==> src/rtl/seg7_scan_ctrl.sv <==
// seg7_scan_ctrl: time-multiplexed 7-segment scan controller with blank gaps and frame-aligned updates.
// Optional macro SEG7_HEX_DECODE_EN enables hex glyphs for codes 10..15.
`default_nettype none

module seg7_scan_ctrl #(
  parameter int NUM_DIGITS   = 4,
  parameter int PRESCALE     = 16630,
  parameter int BLANK_CYCLES = 64
) (
  input  logic                    clk,
  input  logic                    rst,
  input  logic                    upd_valid,
  output logic                    upd_ready,
  input  logic [4*NUM_DIGITS-1:0] upd_digits,
  input  logic [NUM_DIGITS-1:0]   upd_dp,
  output logic [7:0]              seg,
  output logic [NUM_DIGITS-1:0]   dig_en,
  output logic                    frame_tick
);

  localparam int CW = $clog2(PRESCALE);
  localparam int IW = (NUM_DIGITS > 1) ? $clog2(NUM_DIGITS) : 1;
  localparam logic [CW-1:0] CNT_LAST  = CW'(PRESCALE - 1);
  localparam logic [CW-1:0] BLANK_END = CW'(BLANK_CYCLES);
  localparam logic [IW-1:0] IDX_LAST  = IW'(NUM_DIGITS - 1);

  typedef enum logic [0:0] {
    ST_BLANK = 1'b0,
    ST_DRIVE = 1'b1
  } state_t;

  state_t state, state_next;

  logic [CW-1:0]           cnt, cnt_next;
  logic [IW-1:0]           idx, idx_next;
  logic [4*NUM_DIGITS-1:0] active_digits, pend_digits, digits_sh;
  logic [NUM_DIGITS-1:0]   active_dp, pend_dp, dp_sh;
  logic                    pend_full;
  logic                    slot_end, frame_end, accept;
  logic [7:0]              seg_next;
  logic [NUM_DIGITS-1:0]   dig_en_next;

  function automatic logic [6:0] decode(input logic [3:0] code);
    logic [6:0] abcdefg;
    case (code)
      4'd0:    abcdefg = 7'b1111110;
      4'd1:    abcdefg = 7'b0110000;
      4'd2:    abcdefg = 7'b1101101;
      4'd3:    abcdefg = 7'b1111001;
      4'd4:    abcdefg = 7'b0110011;
      4'd5:    abcdefg = 7'b1011011;
      4'd6:    abcdefg = 7'b1011111;
      4'd7:    abcdefg = 7'b1110000;
      4'd8:    abcdefg = 7'b1111111;
      4'd9:    abcdefg = 7'b1111011;
`ifdef SEG7_HEX_DECODE_EN
      4'd10:   abcdefg = 7'b1110111;
      4'd11:   abcdefg = 7'b0011111;
      4'd12:   abcdefg = 7'b1001110;
      4'd13:   abcdefg = 7'b0111101;
      4'd14:   abcdefg = 7'b1001111;
      4'd15:   abcdefg = 7'b1000111;
`endif
      default: abcdefg = 7'b0000000;
    endcase
    return abcdefg;
  endfunction

  assign upd_ready = ~pend_full;
  assign accept    = upd_valid & ~pend_full;
  assign slot_end  = (cnt == CNT_LAST);
  assign frame_end = slot_end && (idx == IDX_LAST);

  always_comb begin
    cnt_next = slot_end ? '0 : cnt + 1'b1;
    idx_next = idx;
    if (slot_end) begin
      idx_next = (idx == IDX_LAST) ? '0 : idx + 1'b1;
    end
  end

  // Outputs are built from next-cycle slot position so the registered pins track cnt exactly.
  always_comb begin
    state_next  = state;
    seg_next    = '0;
    dig_en_next = '0;
    digits_sh   = active_digits >> {idx_next, 2'b00};
    dp_sh       = active_dp >> idx_next;
    case (state)
      ST_BLANK: if (cnt_next == BLANK_END) state_next = ST_DRIVE;
      ST_DRIVE: if (slot_end) state_next = ST_BLANK;
      default:  state_next = ST_BLANK;
    endcase
    if (state_next == ST_DRIVE) begin
      dig_en_next = NUM_DIGITS'(1) << idx_next;
      seg_next    = {decode(digits_sh[3:0]), dp_sh[0]};
    end
  end

  always_ff @(posedge clk or posedge rst) begin
    if (rst) begin
      state         <= ST_BLANK;
      cnt           <= '0;
      idx           <= '0;
      seg           <= '0;
      dig_en        <= '0;
      frame_tick    <= 1'b0;
      active_digits <= '0;
      active_dp     <= '0;
      pend_digits   <= '0;
      pend_dp       <= '0;
      pend_full     <= 1'b0;
    end else begin
      state      <= state_next;
      cnt        <= cnt_next;
      idx        <= idx_next;
      seg        <= seg_next;
      dig_en     <= dig_en_next;
      frame_tick <= frame_end;
      // accept is gated by ~pend_full, so these two branches never compete.
      if (frame_end && pend_full) begin
        active_digits <= pend_digits;
        active_dp     <= pend_dp;
        pend_full     <= 1'b0;
      end else if (accept) begin
        pend_digits <= upd_digits;
        pend_dp     <= upd_dp;
        pend_full   <= 1'b1;
      end
    end
  end

endmodule

`default_nettype wire

==> config.mk <==
export PLATFORM = sky130hd
export DESIGN_NAME = seg7_scan_ctrl
export DESIGN_NICKNAME = d
export VERILOG_FILES = /design/src/rtl/seg7_scan_ctrl.sv
export SDC_FILE = /design/constraint.sdc
export NUM_CORES = 1
export LEC_CHECK = 0
export CAP_MARGIN = 20
export CORE_MARGIN = 8
export CORE_UTILIZATION = 60
export CTS_CLUSTER_DIAMETER = 40
export DETAILED_ROUTE_END_ITERATION = 8
export MAX_ROUTING_LAYER = met4
export PLACE_DENSITY = 0.89
export SYNTH_ARGS = -nofsm -noshare
export SYNTH_HDL_FRONTEND = slang
export SYNTH_SLANG_ARGS = --single-unit
export TNS_END_PERCENT = 50
==> constraint.sdc <==
create_clock -name clk -period 7.37 [get_ports clk]
set_clock_uncertainty 0.1 [all_clocks]
set_input_delay 0.737 -clock clk [delete_from_list [all_inputs] [get_ports clk]]
set_output_delay 0.737 -clock clk [all_outputs]
set_load 0.02 [all_outputs]
After elaboration in Yosys (flattened, before gate mapping) --
Memories as Yosys holds them, arrays and structs flattened. Cells that the tools add are included.
Storage, ports and cells: bits in registers 72, bits in read-only memories 112, bits of input ports 23, output and inout port bits 14, logic and storage cells 38, memories 1
Memory list:
- (name not given) | words 16, bits a word 7, rd ports 1, clocked after memory_dff 0, write ports 0, RTL line 45 | case (code)
Cells by class: add/subtract/negate cells 2, equality and inequality tests 3, shift-type cells 3, muxes and demuxes 10, bitwise operators 4, reductions and logical operators 4
Operator list (count):
- 16-bit by 4-bit >> shifter with 4-bit output | 1
- 15-bit by 1-bit adder with 15-bit output, second input constant | 1
- 15-bit equality test, second input constant | 1
- 15-bit by 7-bit equality test with 1-bit output, second input constant | 1
- 15-bit 2-to-1 mux | 1
- 8-bit 2-to-1 mux | 1
- 1-bit 2-to-1 mux | 4
- 2-bit 2-to-1 mux | 2
- 4-bit 2-to-1 mux | 1
- 1-bit by 2-bit << shifter with 4-bit output, first input constant | 1
- 4-bit by 2-bit >> shifter with 1-bit output | 1
- 1-bit NOT | 3
- 2-bit by 1-bit adder with 2-bit output, second input constant | 1
- 2-bit equality test, second input constant | 1
- 1-bit logical AND | 2
- 1-bit one-hot mux with 2 select lines | 1
- 2-bit AND reduction | 1
- 2-bit nonzero test | 1
- 1-bit AND | 1

Logic depth before layout (Yosys ltp) --
word-level depth 6, gate-level depth with buffers 13, gate-level depth less buffers 12

Least setup slack after synthesis --
OpenSTA, ideal clock, no wires.
path type flip-flop to flip-flop, from register cnt[0], to register seg[1], setup time 99 ps, data arrival time 3476 ps, data required time 7171 ps, path slack 3695 ps, stages on the path, launching flop included 12, path buffers 0, period minus slack after synthesis 3675 ps, path through dfrtp_1 > ha_1 > or4b_4 > nor4_4 > mux2i_1 > clkinv_2 > mux2_2 > mux2i_1 > inv_1 > ha_1 > o21a_1 > a311oi_1
Between the ends: cells in the longest elaborated chain, start to end 6, elaborated cells between the ends (all ways) 11, classes of those cells add/sub: 1; eq/ne: 2; shift: 1; mux: 6; memory: 1
RTL lines:
- from (decl) | RTL line 34 | logic [CW-1:0] cnt, cnt_next;
- from (signal assigned) | RTL line 115 | cnt <= cnt_next;
- 15-bit by 1-bit adder with 15-bit output / 15-bit equality test (equally long branches) | RTL line 75, 71
- 15-bit 2-to-1 mux | RTL line 75 | cnt_next = slot_end ? '0 : cnt + 1'b1;
- 15-bit by 7-bit equality test with 1-bit output | RTL line 90 | ST_BLANK: if (cnt_next == BLANK_END) state_next = ST_DRIVE;
- 1-bit 2-to-1 mux | RTL line 90
- 1-bit one-hot mux with 2 select lines | RTL line 89 | case (state)
- 8-bit 2-to-1 mux (*) | RTL line 94 | if (state_next == ST_DRIVE) begin
- named net seg_next[1] | RTL line 40 | logic [7:0] seg_next;
- to (signal assigned) | RTL line 117 | seg <= seg_next;
- to (decl) | RTL line 16 | output logic [7:0] seg,
The timed path passes the listed nets; every way through them passes the cells marked *. A chain may end at the register's enable or synchronous reset.

Worst setup path after layout --
from register cnt[1], to register seg[4]
Same word-level chain as after synthesis.

==> run summary <==
Max transition margin: 36.18%
Worst-Skew Late Latency: 0.35 ns
EDFF count, synth: 0
routed wire length: 6.492 mm
Root Buffer: clkbuf_8
synth-to-layout area growth: 17.67%
Final period util: 65.06%
Cell variety after synth: 47
die extent in x: 90.24 um
Worst EP arrival: 4.92 ns
Max Fclk: 208.6 MHz
Post-synth ARST share: 100.0%
TritonRoute pass-1 iters: 4
ratio of cells with drive above 1 in the final layout: 13.31%
Worst Setup Path Type: reg2reg
worst-margin pin slew: 0.9573 ns
Cell Int Power: 0.5834 mW
routed vias: 2,390
synthesis-stage register bit count: 72
max-cap violations: 0
antenna violations before repair: 0
vias per inst: 5.624
switching part of the total power: 22.27%
most frequent cells in the layout: nand2_1 (77), dfrtp_1 (72), clkdlybuf4s50_1 (36), mux2_2 (23), nor2_1 (17)
crit start category: register
# port buffers: 36
Lkg Pwr: 1.881 nW
CTS Hold Buffers Added: 0
Max IR drop VDD: 0.1533 mV
outcome: completed
Worst Hold Depth: 2
Combinational Power Share: 4.2%
Final Hold Viols: 0
Num CTS Buffers: 9
top post-synthesis cells by area: dfrtp_1 (54%), nand2_1 (8.7%), mux2_2 (7.8%), ha_1 (3.0%), nor2_1 (1.9%)
post-synthesis sequential area ratio: 54.48%
gr ovfl total: 0
DRC: 0
fin cells: 425
CP max FO: 16
Reg clk slew, reported paths: 0.08 ns
drt first-iter violations: 110
Final Core Density: 71.99%
largest net degree at the start of global routing: 73
post-synth top area share: 54.48%
Final GP Congestion: 0.8459
chip height: 90.24 um
vias in the first global route: 2,415
number of diodes: 0
core area: 5405 um^2
Yosys top cell by area: dfrtp_1
Final Max Slew Viols: 0
Post-DRT Antenna Nets: 0
Crit path required time: 7.50 ns
power per cell area: 192.9 nW/um^2
Mean Syn Cell Area: 10.53 um^2
Setup violations, final: 0
Sink Count: 72
dpl cells: 409
Reg power frac: 55.2%
clock network power share: 40.6%
setup bufs post-CTS: 0
Hold WC Path Type: reg2reg
Rows: 27
pre-CTS setup slack: 2.622 ns
Synth Flop Type: dfrtp_1
clock buffer depth: 2
Tot Pwr: 0.7505 mW
CTS tree: done
HPWL after detailed placement: 4.581 mm
Final Net Count: 379
most common cell after layout, fill and taps aside: nand2_1
post-CTS sizing: 0
Syn Nets: 345
setup ws final: 2.575 ns
initial core utilization: 61.18%
setup TNS: 0 ns
Ports: 37
Syn Inst Count: 314
cell area after synthesis: 3307 um^2
Tmin final: 4.795 ns
kind of end point of the critical path: register
Ys Warns: 0
RSZ-0062 raised after global routing: false
net switching power: 0.1671 mW
All-Layer GR Usage: 17.42%
H-tree levels: 3
Avg WL per Cell: 15.28 um
first-pass GRT wire length: 11.30 mm
r2r worst-path depth: 12
die area: 8143 um^2
final timing paths:
| kind | slack [ns] | endpoint | start |
|---|---|---|---|
| setup / recovery | 2.58 | seg[4] | cnt[1] |
| hold / removal | 0.38 | active_digits[2] | pend_digits[2] |
| setup reg to reg | 2.58 | seg[4] | cnt[1] |
| hold reg to reg | 0.38 | active_digits[2] | pend_digits[2] |
| max in group asynchronous | 5.74 | frame_tick | rst |
| min in group asynchronous | 0.86 | cnt[12] | rst |
layout make-up:
class | count | area [um^2]
fillers | 406 | 1514
multi-input cells | 219 | 1399
flip-flops and latches | 72 | 1802
clock inverters | 7 | 70.07
clock buffers | 9 | 123.9
well taps | 72 | 90.09
inverters | 8 | 31.28
repair buffers | 38 | 375.4
flip-flops by register name, summed over array words and instances, names as in the netlist:
| name | count |
|---|---|
| active_digits | 16 |
| pend_digits | 16 |
| cnt | 15 |
| seg | 8 |
| active_dp | 4 |
| dig_en | 4 |
| pend_dp | 4 |
| idx | 2 |
| frame_tick | 1 |
| pend_full | 1 |
| state | 1 |
critical path, stage by stage (launching register included):
cell	delay, ns
dfrtp_1	0.46
inv_1	0.09
ha_1	0.15
or4b_4	0.47
nor4_4	0.69
mux2i_1	0.70
clkinv_2	0.37
mux2_2	0.37
mux2i_1	0.40
inv_1	0.15
ha_1	0.24
a21o_1	0.17
a221oi_1	0.30
power by group through the flow:
| stage | clock, mW | combinational, mW | sequential, mW |
|---|---|---|---|
| 2_1_floorplan | 0 | 0.0170 | 0.420 |
| 3_3_place_gp | 0 | 0.0308 | 0.421 |
| 3_5_place_dp | 0 | 0.0322 | 0.422 |
| 4_1_cts | 0.310 | 0.0323 | 0.414 |
| 5_1_grt | 0.327 | 0.0356 | 0.416 |
| 6_report | 0.305 | 0.0313 | 0.414 |
kinds of logic (layout without fill, tap and decap cells):
logic type,Yosys count,count (layout),share of synthesized area (%)
buffers and inverters,23,62,3.215
multiplexers,28,28,9.346
XOR/XNOR,13,13,3.443
flip-flops,72,72,54.48
AO/OA/AOI/OAI,34,34,7.227
adder cells (fa/ha/maj),8,8,3.027
AND/OR/NAND/NOR,136,136,19.26
layer usage:
layer | track usage (%) | part of all wire (%) | vias to the layer above | wire (um)
li1 | - | - | 1145 | -
met1 | 20.31 | 44 | 1177 | 2844
met2 | 28.59 | 51 | 58 | 3326
met3 | 3.159 | 3.1 | 10 | 201
met4 | 8.322 | 1.8 | 0 | 120
met5 | - | 0 | - | 0
metrics by stage:
stage | instance area, um^2 | hold WS [ns]
2_1_floorplan | 3307 | 0.3331
3_5_place_dp | 3697 | 0.3619
6_report | 3891 | 0.3791
5_1_grt | 3891 | 0.4030
3_3_place_gp | 3697 | 0.3523
4_1_cts | 3891 | 0.3790
Yosys cell counts (3+ instances only):
master	count
dfrtp_1	72
ha_1	8
nor3_1	8
nand4_1	5
buf_2	3
nor4_1	5
mux2_2	23
nor2_1	17
inv_1	6
and3_1	3
nand3_1	7
xnor2_1	6
a22o_1	3
a21oi_1	11
mux2i_1	5
xor2_1	7
o21ai_0	3
clkbuf_1	9
nand2_1	77
No activity file was read; power rests on OpenSTA's default activity.
==> patch 1, RTL diff (same settings) <==
The output `seg` loses its register stage (`seg` becomes a continuous assignment).
--- a/src/rtl/seg7_scan_ctrl.sv
+++ b/src/rtl/seg7_scan_ctrl.sv
@@ -102,7 +102,6 @@
       state         <= ST_BLANK;
       cnt           <= '0;
       idx           <= '0;
-      seg           <= '0;
       dig_en        <= '0;
       frame_tick    <= 1'b0;
       active_digits <= '0;
@@ -114,7 +113,6 @@
       state      <= state_next;
       cnt        <= cnt_next;
       idx        <= idx_next;
-      seg        <= seg_next;
       dig_en     <= dig_en_next;
       frame_tick <= frame_end;
       // accept is gated by ~pend_full, so these two branches never compete.
@@ -130,6 +128,8 @@
     end
   end
 
+  assign seg = seg_next;
+
 endmodule
 
 `default_nettype wire
Behaviour: no difference found for any inputs over 10 cycles, from zero or initial values and one cycle with rst high; that may be too few to reach the edited logic, so the function may still have changed.
==> patch 1 against the unedited design <==
- area after synthesis fell by 7.7%
- sequential cell count fell by 8
- combinational power rose by 2%
- non-clock buffer count is the same
- wire length decreased by 8.5%
- maximum frequency is 23% lower
- total power down 2.5%
- synthesized cell count fell by 16%
- clock power up 7.2%
- final area down 5.9%
- sequential share of layout area is 2.6 points lower
- worst setup slack worse by 1.4 ns
- critical path type is now flip-flop to primary output
- critical endpoint is now seg[1]
==> patch 1: results (changes against the unedited design) <==
[grt]
grt_pass1_vias = 2189  ; -9.4%
grt_pass1_wl_mm = 10.0  ; -11%
grt.total_usage = 0.174  ; -0.000427

[logic_synthesis]
synth_cell_types = 44  ; -6.4%
synth_common_cells = dfrtp_1, mux2_2, nand2_1
yosys-top-cells-area = dfrtp_1, mux2_2, ha_1
seq_area_frac_synth = 0.525  ; -0.0202

[route]
drtIter0Drc = 89  ; -19%
vias = 2133  ; -11%
wl_per_cell_um = 15.8  ; +3.7%

[min_path]
min_delay_path_depth = 1  ; -1
hp-start = pend_dp[1]$_DFFE_PP0P_

[worst_setup_path]
endpoint = seg[1]
worstReg2RegEnd = dig_en[0]$_DFF_PP0_
cp_data_arrival_time_ns = 5.38  ; +0.46 ns
cpPeakStageDelay_ns = 0.86  ; +0.16 ns
rrSetupSlack_ns = 3.79  ; +1.21 ns
startpoint = cnt[0]$_DFF_PP0_
cp_max_fo = 15  ; -1
reg2reg_depth = 6  ; -6

[run_status]
outcome = finished clean

[cells_and_area]
multiInputGateArea_um2 = 1350  ; -3.4%
drive_gt1_frac = 0.203  ; +0.0701

[placed_design]
gp_congestion = 0.917  ; +8.4%
place_area_um2 = 3450  ; -6.7%
dp_hpwl_mm = 4.20  ; -8.2%

[pwr]
peakVddDrop_uv = 153  ; -0.45%
p_leak_uw = 0.00168  ; -11%

[timing]
tightest_slew_ns = 0.956  ; -0.000947 ns
hold_ws_ns = 0.405  ; +0.0261 ns

[patch 1: metal layers]
metal | vias to the layer above | share of wire | track usage
met5 | - | 0 | -
met4 | 0 | 0.018 | 0.0781
met3 | 11 | 0.034 | 0.0453
met2 | 39 | 0.53 | 0.298
met1 | 1069 | 0.42 | 0.184
li1 | 1014 | - | -
[patch 1: where the power goes]
| part | total, uW | internal, uW | switching [uW] |
|---|---|---|---|
| logic | 31.8 | 20.7 | 11.1 |
| clock network | 327 | 200 | 127 |
| registers | 373 | 366 | 7.57 |
[patch 1: through the flow]
step                instances  setup slack, ns
finish                    375             1.15
global route              375            0.767
CTS                       375             1.14
detailed placement        359             1.52
global placement          359             1.76
floorplan                 264             3.05
[patch 1: area by class of cell]
cell class | instances | area share
Clock buffer | 13 | 0.0406
Clock inverter | 3 | 0.0178
Inverter | 9 | 0.00922
Multi-Input combinational cell | 178 | 0.369
Sequential cell | 64 | 0.437
Tap cell | 70 | 0.0239
Timing Repair Buffer | 38 | 0.102
[patch 1: logic make-up after synthesis]
family / count (synthesis) / synth area share
adders and majority gates: 8 / 0.0328
xor gates and xnor gates: 13 / 0.0373
and+or+nand+nor: 74 / 0.124
buffers and inverters: 22 / 0.0328
DFF: 64 / 0.525
muxes: 44 / 0.161
AOI/OAI and AO/OA: 39 / 0.0873
[patch 1: critical path, delay by kind of cell, from the launching register on]
family,cells,cell delay (ns)
AOI/OAI and AO/OA,4,0.95
adders and majority gates,2,0.38
buffers and inverters,3,1.04
DFF,1,0.49
muxes,1,0.86
and+or+nand+nor,2,1.31
==> patch 2, RTL diff (same settings) <==
Without the edit above. The option `SEG7_HEX_DECODE_EN` is turned on by a define.
--- a/src/rtl/seg7_scan_ctrl.sv
+++ b/src/rtl/seg7_scan_ctrl.sv
@@ -1,6 +1,8 @@
 // seg7_scan_ctrl: time-multiplexed 7-segment scan controller with blank gaps and frame-aligned updates.
 // Optional macro SEG7_HEX_DECODE_EN enables hex glyphs for codes 10..15.
 `default_nettype none
+
+`define SEG7_HEX_DECODE_EN
 
 module seg7_scan_ctrl #(
   parameter int NUM_DIGITS   = 4,
Check against the original RTL: no difference found for any inputs over 10 cycles, from zero or initial values and one cycle with rst high; that may be too few to reach the edited logic, so the function may still have changed.
==> patch 2 against the unedited design <==
- sequential power barely moved
- first-iteration DRC count rose by 28%
- sequential cell count unchanged
- final area is 6.1% higher
- cell count up 4.0%
- worst setup slack gained 0.77 ns
- global-route usage is 0.44 points higher
- total power is 5.1% higher
- die area up 5.7%
- wire length grew 6.9%
- area after synthesis grew 7.0%
==> patch 2: results (changes against the unedited design) <==
[logic_synthesis]
synth_common_cells = dfrtp_1, nand2_1, mux2_2
synthesis.nets = 363  ; +5.2%
synth_cell_types = 59  ; +26%
seq_area_frac_synth = 0.509  ; -0.0356
yosys-top-cells-area = dfrtp_1, nand2_1, mux2_2

[clocking]
cts_max_level = 3  ; unchanged
cts_root_buf = clkbuf_8
cts_resized = 0  ; unchanged
clk_pin_slew_ns = 0.08  ; about the same
clock_path_buffers = 2  ; unchanged

[min_path]
hold_path_class = flip-flop to flip-flop

[route]
drtIter0Drc = 141  ; +28%
post_drt_via_cell_ratio = 5.71  ; +1.5%
wl_per_cell_um = 15.7  ; +2.8%

[grt]
grt_antenna_before_repair = 0  ; unchanged
grt_pass1_wl_mm = 11.9  ; +5.1%
grt_pass1_vias = 2455  ; +1.7%
grt.total_usage = 0.179  ; +0.00436

[placed_design]
portBuffers = 36  ; unchanged
gp_congestion = 0.847  ; +0.12%
dp_hpwl_mm = 4.82  ; +5.3%

[worst_setup_path]
cpPeakStageDelay_ns = 0.81  ; +0.11 ns
slowest_stage = nor4_4
cp_data_arrival_time_ns = 4.16  ; -0.76 ns

[timing]
tightest_slew_ns = 0.877  ; -0.0801 ns

[cells_and_area]
top_regs = active_digits x16, pend_digits x16, cnt x15
fillers = 424  ; +4.4%
drive_gt1_frac = 0.155  ; +0.0222
nets = 394  ; +4.0%

[pwr]
switching_share = 0.216  ; -0.00656
p_leak_uw = 0.00191  ; +1.6%
peakVddDrop_uv = 163  ; +6.1%

[run_status]
outcome = finished clean

## patch 2: changes by cell type after synthesis, moves of 3 or more
cell / change
a21oi_1: -7
nand3_1: +5
nor2b_1: +3
inv_1: +4
nor4_1: -3
nand2_1: -9
o211ai_1: +4
a22o_1: -3
xnor2_1: +3
and4_1: +3
o22ai_1: +3
## patch 2: power by group through the flow
stage / Combinational, uW / Clock, uW / Sequential (uW)
after floorplan: 17.0 / 0 / 420
after global placement: 31.0 / 0 / 421
after detailed placement: 32.1 / 0 / 422
after CTS: 32.5 / 347 / 415
after global routing: 35.4 / 358 / 416
final: 31.6 / 342 / 415
## patch 2: worst max-delay path, delay by kind of cell, from the launching register on
kind	cells	cell delay [ns]
fa+ha+maj	2	0.53
compound gates	5	0.96
flops	1	0.47
simple gates	2	0.98
mux	1	0.55
buf+inv	2	0.33
## patch 2: cell type report
class | instances | share of cell area
Sequential cell | 72 | 0.436
Multi-Input combinational cell | 228 | 0.383
Timing Repair Buffer | 38 | 0.0909
Clock buffer | 9 | 0.0300
Clock inverter | 7 | 0.0233
Tap cell | 75 | 0.0227
Inverter | 13 | 0.0133
## patch 2: through the flow
stage	worst slack (ns)	area [um^2]	utilization	std cells
floorplan	4.03	3540	-	331
global placement	3.62	3910	0.672	426
detailed placement	3.40	3910	0.672	426
CTS	3.35	4130	0.710	442
global route	3.08	4130	0.710	442
finish	3.35	4130	0.710	442
## patch 2: cells by family after synthesis
kind of cell / count (synthesis) / synth area share
simple gates: 138 / 0.194
flops: 72 / 0.509
compound gates: 35 / 0.0842
buf+inv: 31 / 0.0435
mux: 28 / 0.0926
xor+xnor: 18 / 0.0446
fa+ha+maj: 9 / 0.0318
## patch 2: per-layer routing
| layer | global-route usage | routed length [um] | vias up |
|---|---|---|---|
| li1 | - | - | 1200 |
| met1 | 0.226 | 3140 | 1235 |
| met2 | 0.271 | 3340 | 74 |
| met3 | 0.0316 | 322 | 14 |
| met4 | 0.0886 | 142 | 0 |
| met5 | - | 0 | - |
## patch 2: worst paths after layout
path	from	end	slack (ns)	depth (start not counted)
worst min-delay path	active_digits[0]$_DFFE_PP0P_	active_digits[0]$_DFFE_PP0P_	0.37	2
min in group asynchronous	rst	cnt[5]$_DFF_PP0_	0.87	3
worst max-delay path	cnt[0]$_DFF_PP0_	seg[4]$_DFF_PP0_	3.35	12
worst min register to register	active_digits[0]$_DFFE_PP0P_	active_digits[0]$_DFFE_PP0P_	0.37	2
max in group asynchronous	rst	seg[2]$_DFF_PP0_	5.75	3
worst max register to register	cnt[0]$_DFF_PP0_	seg[4]$_DFF_PP0_	3.35	12
